<file path="config.mk">
export PLATFORM = sky130hd
export DESIGN_NAME = dram_lsu
export DESIGN_NICKNAME = d
export VERILOG_FILES = /design/src/rtl/dram_lsu.sv
export SDC_FILE = /design/constraint.sdc
export NUM_CORES = 1
export LEC_CHECK = 0
export CORE_MARGIN = 2
export CORE_UTILIZATION = 30
export CTS_CLUSTER_SIZE = 20
export DETAILED_ROUTE_END_ITERATION = 7
export GPL_TIMING_DRIVEN = 0
export PLACE_DENSITY = 0.69
export SETUP_SLACK_MARGIN = 0.15
export SLEW_MARGIN = 10
export SYNTH_ARGS = -nofsm -noshare
export SYNTH_HDL_FRONTEND = slang
export SYNTH_SLANG_ARGS = --single-unit
</file>
<file path="constraint.sdc">
create_clock -name clk_i -period 3.9 [get_ports clk_i]
set_input_delay 0.78 -clock clk_i [delete_from_list [all_inputs] [get_ports clk_i]]
set_output_delay 0.78 -clock clk_i [all_outputs]
set_load 0.1 [all_outputs]
</file>
<file path="src/rtl/dram_lsu.sv">
// rtl/dram_lsu.sv - load/store sequencer between the hxd32 execute stage and the data RAM port
//
// Accepts one B/H/W access at a time, issues one or two word-aligned DRAM beats
// with lane-shifted byte enables and write data, merges and extends read data,
// and returns exactly one response strobe per accepted request.
//
// Ports:
//   clk_i, rst_n_i        clock, asynchronous active-low reset
//   req_valid_i/ready_o   request handshake; req_wr_i, req_sel_i, req_addr_i, req_wdata_i
//   rsp_valid_o           one-cycle response strobe with rsp_rdata_o, rsp_err_o
//   dram_valid_o/ready_i  beat handshake; dram_wr_en_o, dram_addr_o,
//                         dram_wr_byte_en_o, dram_wr_data_o, dram_rd_data_i
//
// Build option: DRAM_LSU_MISALIGNED_SPLIT_EN - when defined, word-crossing
// accesses run as two beats; otherwise they are rejected with rsp_err_o.

module dram_lsu #(
  parameter int XLEN = 32
) (
  input  logic            clk_i,
  input  logic            rst_n_i,
  input  logic            req_valid_i,
  output logic            req_ready_o,
  input  logic            req_wr_i,
  input  logic [2:0]      req_sel_i,
  input  logic [XLEN-1:0] req_addr_i,
  input  logic [XLEN-1:0] req_wdata_i,
  output logic            rsp_valid_o,
  output logic [XLEN-1:0] rsp_rdata_o,
  output logic            rsp_err_o,
  output logic            dram_valid_o,
  input  logic            dram_ready_i,
  output logic            dram_wr_en_o,
  output logic [XLEN-1:0] dram_addr_o,
  output logic [3:0]      dram_wr_byte_en_o,
  output logic [XLEN-1:0] dram_wr_data_o,
  input  logic [XLEN-1:0] dram_rd_data_i
);

  typedef enum logic [1:0] {IDLE, BEAT0, BEAT1, RESP} state_t;

  state_t      state;
  logic        wr_q;
  logic [2:0]  sel_q;
  logic [1:0]  off_q;
`ifdef DRAM_LSU_MISALIGNED_SPLIT_EN
  logic            cross_q;
  logic [3:0]      mask_q;
  logic [XLEN-1:0] wdata_q;
  logic [XLEN-1:0] asm_q;
  logic [5:0]      hi_sh;
  logic [3:0]      be_hi;
`endif

  // Request decode, used only in IDLE to set up the first beat or the error.
  logic [3:0] mask_in;
  logic [2:0] n_in;
  logic       cross_in;
  logic       err_in;

  always_comb begin
    mask_in = 4'b0001;
    n_in    = 3'd1;
    case (req_sel_i[1:0])
      2'b01:   begin mask_in = 4'b0011; n_in = 3'd2; end
      2'b10:   begin mask_in = 4'b1111; n_in = 3'd4; end
      default: ;
    endcase
    cross_in = ({1'b0, req_addr_i[1:0]} + n_in) > 3'd4;
    // Illegal encodings are 011, 110, 111; unsigned sizes make no sense for stores.
    err_in = (req_sel_i[1] && (req_sel_i[0] || req_sel_i[2])) || (req_wr_i && req_sel_i[2]);
`ifndef DRAM_LSU_MISALIGNED_SPLIT_EN
    err_in = err_in || cross_in;
`endif
  end

  // Low part of the loaded value, right-justified from the first beat.
  logic [XLEN-1:0] rd_lo;
  assign rd_lo = dram_rd_data_i >> {off_q, 3'b000};

`ifdef DRAM_LSU_MISALIGNED_SPLIT_EN
  // Second-beat lane shift: the bytes that spilled past the word boundary.
  assign hi_sh = 6'd32 - {1'b0, off_q, 3'b000};
  assign be_hi = mask_q >> (3'd4 - {1'b0, off_q});
`endif

  function automatic logic [XLEN-1:0] extend(input logic [2:0] sel, input logic [XLEN-1:0] v);
    case (sel)
      3'b000:  extend = {{(XLEN-8){v[7]}}, v[7:0]};
      3'b001:  extend = {{(XLEN-16){v[15]}}, v[15:0]};
      3'b100:  extend = {{(XLEN-8){1'b0}}, v[7:0]};
      3'b101:  extend = {{(XLEN-16){1'b0}}, v[15:0]};
      default: extend = v;
    endcase
  endfunction

  always_ff @(posedge clk_i or negedge rst_n_i) begin
    if (!rst_n_i) begin
      state             <= IDLE;
      req_ready_o       <= 1'b1;
      rsp_valid_o       <= 1'b0;
      rsp_rdata_o       <= '0;
      rsp_err_o         <= 1'b0;
      dram_valid_o      <= 1'b0;
      dram_wr_en_o      <= 1'b0;
      dram_addr_o       <= '0;
      dram_wr_byte_en_o <= 4'b0000;
      dram_wr_data_o    <= '0;
      wr_q              <= 1'b0;
      sel_q             <= 3'b000;
      off_q             <= 2'b00;
`ifdef DRAM_LSU_MISALIGNED_SPLIT_EN
      cross_q           <= 1'b0;
      mask_q            <= 4'b0000;
      wdata_q           <= '0;
      asm_q             <= '0;
`endif
    end else begin
      case (state)
        IDLE: begin
          if (req_valid_i) begin
            wr_q        <= req_wr_i;
            sel_q       <= req_sel_i;
            off_q       <= req_addr_i[1:0];
`ifdef DRAM_LSU_MISALIGNED_SPLIT_EN
            cross_q     <= cross_in;
            mask_q      <= mask_in;
            wdata_q     <= req_wdata_i;
            asm_q       <= '0;
`endif
            req_ready_o <= 1'b0;
            if (err_in) begin
              state       <= RESP;
              rsp_valid_o <= 1'b1;
              rsp_err_o   <= 1'b1;
              rsp_rdata_o <= '0;
            end else begin
              state             <= BEAT0;
              dram_valid_o      <= 1'b1;
              dram_wr_en_o      <= req_wr_i;
              dram_addr_o       <= {req_addr_i[XLEN-1:2], 2'b00};
              dram_wr_byte_en_o <= req_wr_i ? (mask_in << req_addr_i[1:0]) : 4'b0000;
              dram_wr_data_o    <= req_wr_i ? (req_wdata_i << {req_addr_i[1:0], 3'b000}) : '0;
            end
          end
        end

        BEAT0: begin
          if (dram_ready_i) begin
            // Default: single-beat access finishes here.
            state             <= RESP;
            dram_valid_o      <= 1'b0;
            dram_wr_en_o      <= 1'b0;
            dram_addr_o       <= '0;
            dram_wr_byte_en_o <= 4'b0000;
            dram_wr_data_o    <= '0;
            rsp_valid_o       <= 1'b1;
            rsp_rdata_o       <= wr_q ? '0 : extend(sel_q, rd_lo);
`ifdef DRAM_LSU_MISALIGNED_SPLIT_EN
            if (!wr_q) asm_q <= rd_lo;
            // Crossing access overrides the finish above and issues the second beat.
            if (cross_q) begin
              state             <= BEAT1;
              dram_valid_o      <= 1'b1;
              dram_wr_en_o      <= wr_q;
              dram_addr_o       <= dram_addr_o + XLEN'(4);
              dram_wr_byte_en_o <= wr_q ? be_hi : 4'b0000;
              dram_wr_data_o    <= wr_q ? (wdata_q >> hi_sh) : '0;
              rsp_valid_o       <= 1'b0;
              rsp_rdata_o       <= '0;
            end
`endif
          end
        end

`ifdef DRAM_LSU_MISALIGNED_SPLIT_EN
        BEAT1: begin
          if (dram_ready_i) begin
            state             <= RESP;
            dram_valid_o      <= 1'b0;
            dram_wr_en_o      <= 1'b0;
            dram_addr_o       <= '0;
            dram_wr_byte_en_o <= 4'b0000;
            dram_wr_data_o    <= '0;
            rsp_valid_o       <= 1'b1;
            rsp_rdata_o       <= wr_q ? '0 : extend(sel_q, asm_q | (dram_rd_data_i << hi_sh));
          end
        end
`endif

        RESP: begin
          state       <= IDLE;
          rsp_valid_o <= 1'b0;
          rsp_err_o   <= 1'b0;
          rsp_rdata_o <= '0;
          req_ready_o <= 1'b1;
        end

        default: begin
          state       <= IDLE;
          req_ready_o <= 1'b1;
        end
      endcase
    end
  end

endmodule

</file>
==> Word level (Yosys, flattened, before mapping) <==
Index checks and enable logic that the tools add are counted.
W data, S select, Z words.
{ "totals": {"ff_bits": 113, "out_inout_bits": 105, "elab_cells": 85, "inputBits": 104} }
{ "op_classes": {"reduce_logical": 16, "n_eq_ne": 11, "bitwise": 1, "shifts": 3, "n_addsub": 1, "n_mux": 39, "order_cmp": 1} }
{ "op_table": {"columns": ["op", "n"], "rows": [
  ["$mux W32", 10],
  ["$pmux W32 S2", 2],
  ["$pmux W32 S4", 1],
  ["$pmux W32 S3", 1],
  ["$shl A32 B5 Y32", 1],
  ["$shr A32 B5 Y32", 1],
  ["$mux W4", 4],
  ["$pmux W4 S2", 2],
  ["$mux W1", 9],
  ["$ne A2 B2 Y1 const B", 4],
  ["$pmux W1 S2", 4],
  ["$reduce_and A4 Y1", 2],
  ["$eq A3 B3 Y1 const B", 2],
  ["$mux W2", 3],
  ["$pmux W3 S2", 1],
  ["$reduce_and A2 Y1", 3],
  ["$eq A2 B1 Y1 const B", 2],
  ["$eq A2 B2 Y1 const B", 2],
  ["$pmux W2 S2", 1],
  ["$reduce_bool A2 Y1", 2],
  ["$shl A4 B2 Y4", 1],
  ["$add A2 B3 Y3", 1],
  ["$eq A3 B1 Y1 const B", 1],
  ["$gt A3 B3 Y1 const B", 1],
  ["8 further kinds", 11]
]} }

==> Longest topological paths before layout <==
{ "depth": {"depth_word": 8, "mapped_depth": 12, "ltp_nobuf": 9} }

==> Worst setup path before layout <==
OpenSTA, ideal clock, no wires.
{ "synth_path": {"path_type": "input to register", "start": "in req_addr_i[1]", "end": "reg rsp_rdata_o[25]", "path_buffers": 4, "setup_time_ns": 0.126, "arrival_ns": 2.994, "path_stages": 10, "slack_ns": 0.780, "t_required_ns": 3.774, "path_cell_list": "buf_2 > buf_2 > inv_1 > fa_1 > xnor2_1 > a221oi_2 > buf_4 > o21a_4 > buf_6 > a221o_1"} }
{ "synth_between": {"elab_chain_cells": 5} }
{ "synth_rtl": {"columns": ["element", "line", "source"], "rows": [
  ["start, declared", "26", "input logic [XLEN-1:0] req_addr_i,"],
  ["$add A2 B3 Y3", "69", "cross_in = ({1'b0, req_addr_i[1:0]} + n_in) > 3'd4;"],
  ["$gt A3 B3 Y1", "69", null],
  ["$logic_or A1 B1 Y1", "73", "err_in = err_in || cross_in;"],
  ["$ne A2 B2 Y1 (no source line)", null, null],
  ["$reduce_and A4 Y1 (no source line)", null, null],
  ["end signal, assigned", "158", "rsp_rdata_o <= wr_q ? '0 : extend(sel_q, rd_lo);"],
  ["end, declared", "29", "output logic [XLEN-1:0] rsp_rdata_o,"]
]} }
Every way passes these cells.
A chain may end at the register's enable or synchronous reset.

==> Worst setup path after layout <==
{ "layout_path": {"start": "in req_addr_i[1]", "end": "reg dram_wr_data_o[27]"} }
{ "layout_between": {"elab_chain_cells": 5, "word_cells_on_any_way": 10, "classes_between": "1 x add/sub; 1 x order compare; 1 x eq/ne; 1 x shift; 4 x mux; 2 x reduce/logical"} }
{ "layout_rtl": {"columns": ["element", "line", "source"], "rows": [
  ["$add A2 B3 Y3 or $shl A32 B5 Y32 (tied branches)", "69, 143", null],
  ["$gt A3 B3 Y1 or $mux W32 (tied branches)", "69, 143", null],
  ["$logic_or A1 B1 Y1 or $mux W32 (tied branches)", "73, 132", null],
  ["$ne A2 B2 Y1 (no source line) or $mux W32 (tied branches)", null, null],
  ["$reduce_and A4 Y1 (no source line) or $pmux W32 S2 (tied branches)", null, null],
  ["end signal, assigned", "143", "dram_wr_data_o <= req_wr_i ? (req_wdata_i << {req_addr_i[1:0], 3'b000}) : '0;"],
  ["end, declared", "36", "output logic [XLEN-1:0] dram_wr_data_o,"]
]} }
Parallel ways exist; a longest one is shown, timed or not. The select of a mux whose other input is x is not followed.

==> flow_summary.ini <==
[floorplan]
dieHeight_um = 138.5
start_util = 0.3043
die_area_um2 = 19190
rows = 49
core_area_um2 = 17840
die_x_um = 138.5
pin_count = 209

[cts]
cts_buffers = 9
cts-root-buf = clkbuf_16
hold_buffers = 0
cts_max_level = 3
clockBufferDepth = 2
clock-sinks = 111
insertion_delay_ps = 360
cts_tree = built
cts.reportedPaths.clkPinSlew_ps = 80

[worst_setup_path]
slowest_delay_ps = 470
r2r_start = state[1]
start_kind = input pin
startpoint = req_addr_i[1]
cp_max_fo = 10
crit_chain = clkdlybuf4s50_1 -> buf_2 -> clkbuf_4 -> inv_1 -> fa_1 -> xnor2_1 -> a221oi_2 -> buf_4 -> a21boi_4 -> buf_2 -> a32o_1
worst-setup-path-type = in -> reg
worstPathArrival_ps = 3860
regToRegSetupSlack_ps = 1830
path_common_cell = buf_2
cp.required_ps = 4190
crit_slowest_cell = clkdlybuf4s50_1
timing.rr.end = rsp_rdata_o[24]
cp-end-kind = flip-flop
reg2reg_depth = 6
cp-endpoint = dram_wr_data_o[27]

[sta]
rsz0062_at_grt = no
hold_viol_final = 0
min_period_ps = 3572
worst_pin_slew_ps = 1033
fmax_mhz = 280.0
fin_skew_ps = 17.76
slew_viol_final = 0
fin_crit_sh = 0.9159
slew_headroom = 0.3093
setup_viol = 0

[worst_hold_path]
min_path_type = in -> async

[grt]
grt.overflow.total = 0
grt_start_max_net_pins = 87
antenna_found_initial = 1
grt_pass1_vias = 4896
grt_usage = 0.1833
top_usage_layer = met2
gr-usage-met3 = 0.04676
use_met2 = 0.2796
grt_use_met1 = 0.2515
grt_pass1_wl_mm = 28.03

[synth]
synth-simple-area-share = 0.1334
synth_mux_area_frac = 0.08919
synthCells = 512
yosysWarnings = 0
synth_top_family_by_area = compound AO/OA/AOI/OAI gates
synth_adder_area_share = 0.01291
synthArstFlopShare = 1.000
synthXorXnorAreaFrac = 0.001613
synthFlopType = dfrtp_1
synth_compound_area_frac = 0.2012
netlist_area_um2 = 5429
ys_seq_area_frac = 0.5119
yosys_register_bits = 111
avgSynthCellArea_um2 = 10.60
ys_types = 47
synth_edf_count = 0

[layout]
fin_util = 0.4573
area_growth_pct = 50.29
drive_above_1_share = 0.07859
nNetsFinal = 842

[power_and_ir_drop]
finalPower_mw = 7.457
leakage_nw = 3.567
ir_drop_mv = 0.5876
p_per_area_nw_per_um2 = 913.9

[place]
routabilityCongestion = 0.8410
port_buffers = 206
hpwl_mm = 12.71

[run]
max-cap-violations = 0

[routing]
viasPerCell = 5.005
ant_nets = 0
routed_wirelength_mm = 17.45
drtIter0Drc = 276
drtPass1Iterations = 5
route.vias.total = 4845
drc_errors = 0
wl_per_cell_um = 18.02

[status]
status = completed
## Yosys cell counts (2+ instances only)
cell type,n,area share
buf_1,2,0.0014
nand3b_1,8,0.011
nand2_1,70,0.048
ha_1,4,0.0092
o21ai_0,54,0.050
dfrtp_1,110,0.51
a221o_1,8,0.015
and2_1,2,0.0023
nor2b_1,9,0.010
a22o_1,18,0.029
mux2i_1,45,0.083
a21o_1,4,0.0055
nor3b_2,2,0.0046
a21oi_1,9,0.0083
or2_0,2,0.0023
buf_4,7,0.0097
a211o_1,15,0.024
a32o_1,16,0.029
clkbuf_1,21,0.015
inv_1,8,0.0055
buf_2,15,0.014
buf_6,2,0.0041
nand2b_1,2,0.0023
nor2_1,10,0.0069
o2bb2ai_1,17,0.027
nand3_1,31,0.029
## kinds of logic after synthesis
group                      count (synthesis)
muxes                                     47
DFF                                      111
adders and majority gates                  5
other                                      1
and+or+nand+nor                          145
buffers and inverters                     55
xor gates and xnor gates                   1
AOI/OAI and AO/OA                        147
## worst min path at each step
stage                               from  cells after the start  slack (ps)                    to
floorplan                           wr_q                      2         460                  wr_q
CTS                              rst_n_i                      1         280     dram_wr_data_o[2]
detailed placement  dram_wr_byte_en_o[0]                      1         470  dram_wr_byte_en_o[0]
global placement            dram_wr_en_o                      1         460          dram_wr_en_o
global route                     rst_n_i                      1         280     dram_wr_data_o[6]
finish                           rst_n_i                      1         280     dram_wr_data_o[2]
## final cells by class
class / instances / area [µm²]
antenna: 1 / 2.502
buffer: 47 / 241.5
clock buffer: 10 / 229.0
clock inverter: 6 / 77.57
fill: 1680 / 9682
inverter: 8 / 30.03
multi-input combinational: 347 / 2395
sequential: 111 / 2779
tap: 229 / 286.5
timing repair buffer: 209 / 2118
## state kept, by name, indices dropped and copies added, names as in the netlist, 2 cells and up
name               count
dram_wr_byte_en_o      4
sel_q                  3
rsp_rdata_o           32
dram_addr_o           30
dram_wr_data_o        32
state                  2
off_q                  2
## report_power, final
part,internal (mW),total [mW],switching [mW]
Sequential,1.53,1.78,0.247
Clock,0.511,0.973,0.462
Combinational,1.19,4.70,3.51
## metrics by stage
step                      instance area (µm²)  std cells  setup WS [ps]  TNS [ps]  hold slack [ps]
after floorplan                          5433        513          779.8         0            460.4
final                                    8159        968          327.9         0            281.3
after global routing                     8159        968          174.9         0            283.5
after CTS                                8144        966          222.6         0            275.9
after detailed placement                 7810        949         -313.0    -14560            470.8
after global placement                   7781        948          -2473   -283150            463.4
## cells in the final DEF (no fill, tap or decap), types with 3 or more instances in the layout
cell / instances
clkbuf_16: 9
a21oi_1: 9
a21o_1: 4
buf_6: 3
buf_2: 14
buf_4: 8
ha_1: 4
a211o_1: 15
clkdlybuf4s50_1: 205
dfrtp_1: 110
nor2b_1: 9
inv_1: 8
a22o_1: 18
clkbuf_1: 20
o2bb2ai_1: 17
a221o_1: 8
nor2_1: 10
o21ai_0: 54
nand3_1: 31
mux2i_1: 45
nand2_1: 70
nand3b_1: 8
a32o_1: 16
## timing repair
item / 4_1_cts / 5_1_grt
setup buffers: 1 / 1
resized for setup: 1 / 5
setup endpoints to repair: 37 / 41
pin swaps: 0 / 1
## critical path, delay by kind of cell
kind / cells / cell delay (ps)
AO/OA/AOI/OAI: 3 / 620
adder cells (fa/ha/maj): 1 / 450
XOR/XNOR: 1 / 200
buffers and inverters: 6 / 1800
## per-layer routing
layer  share of wire  routed length [µm]
met5               0                   0
met4           0.029                 506
met3           0.063                1093
met2            0.45                7905
met1            0.46                7942
(Power assumes the default switching activity.)
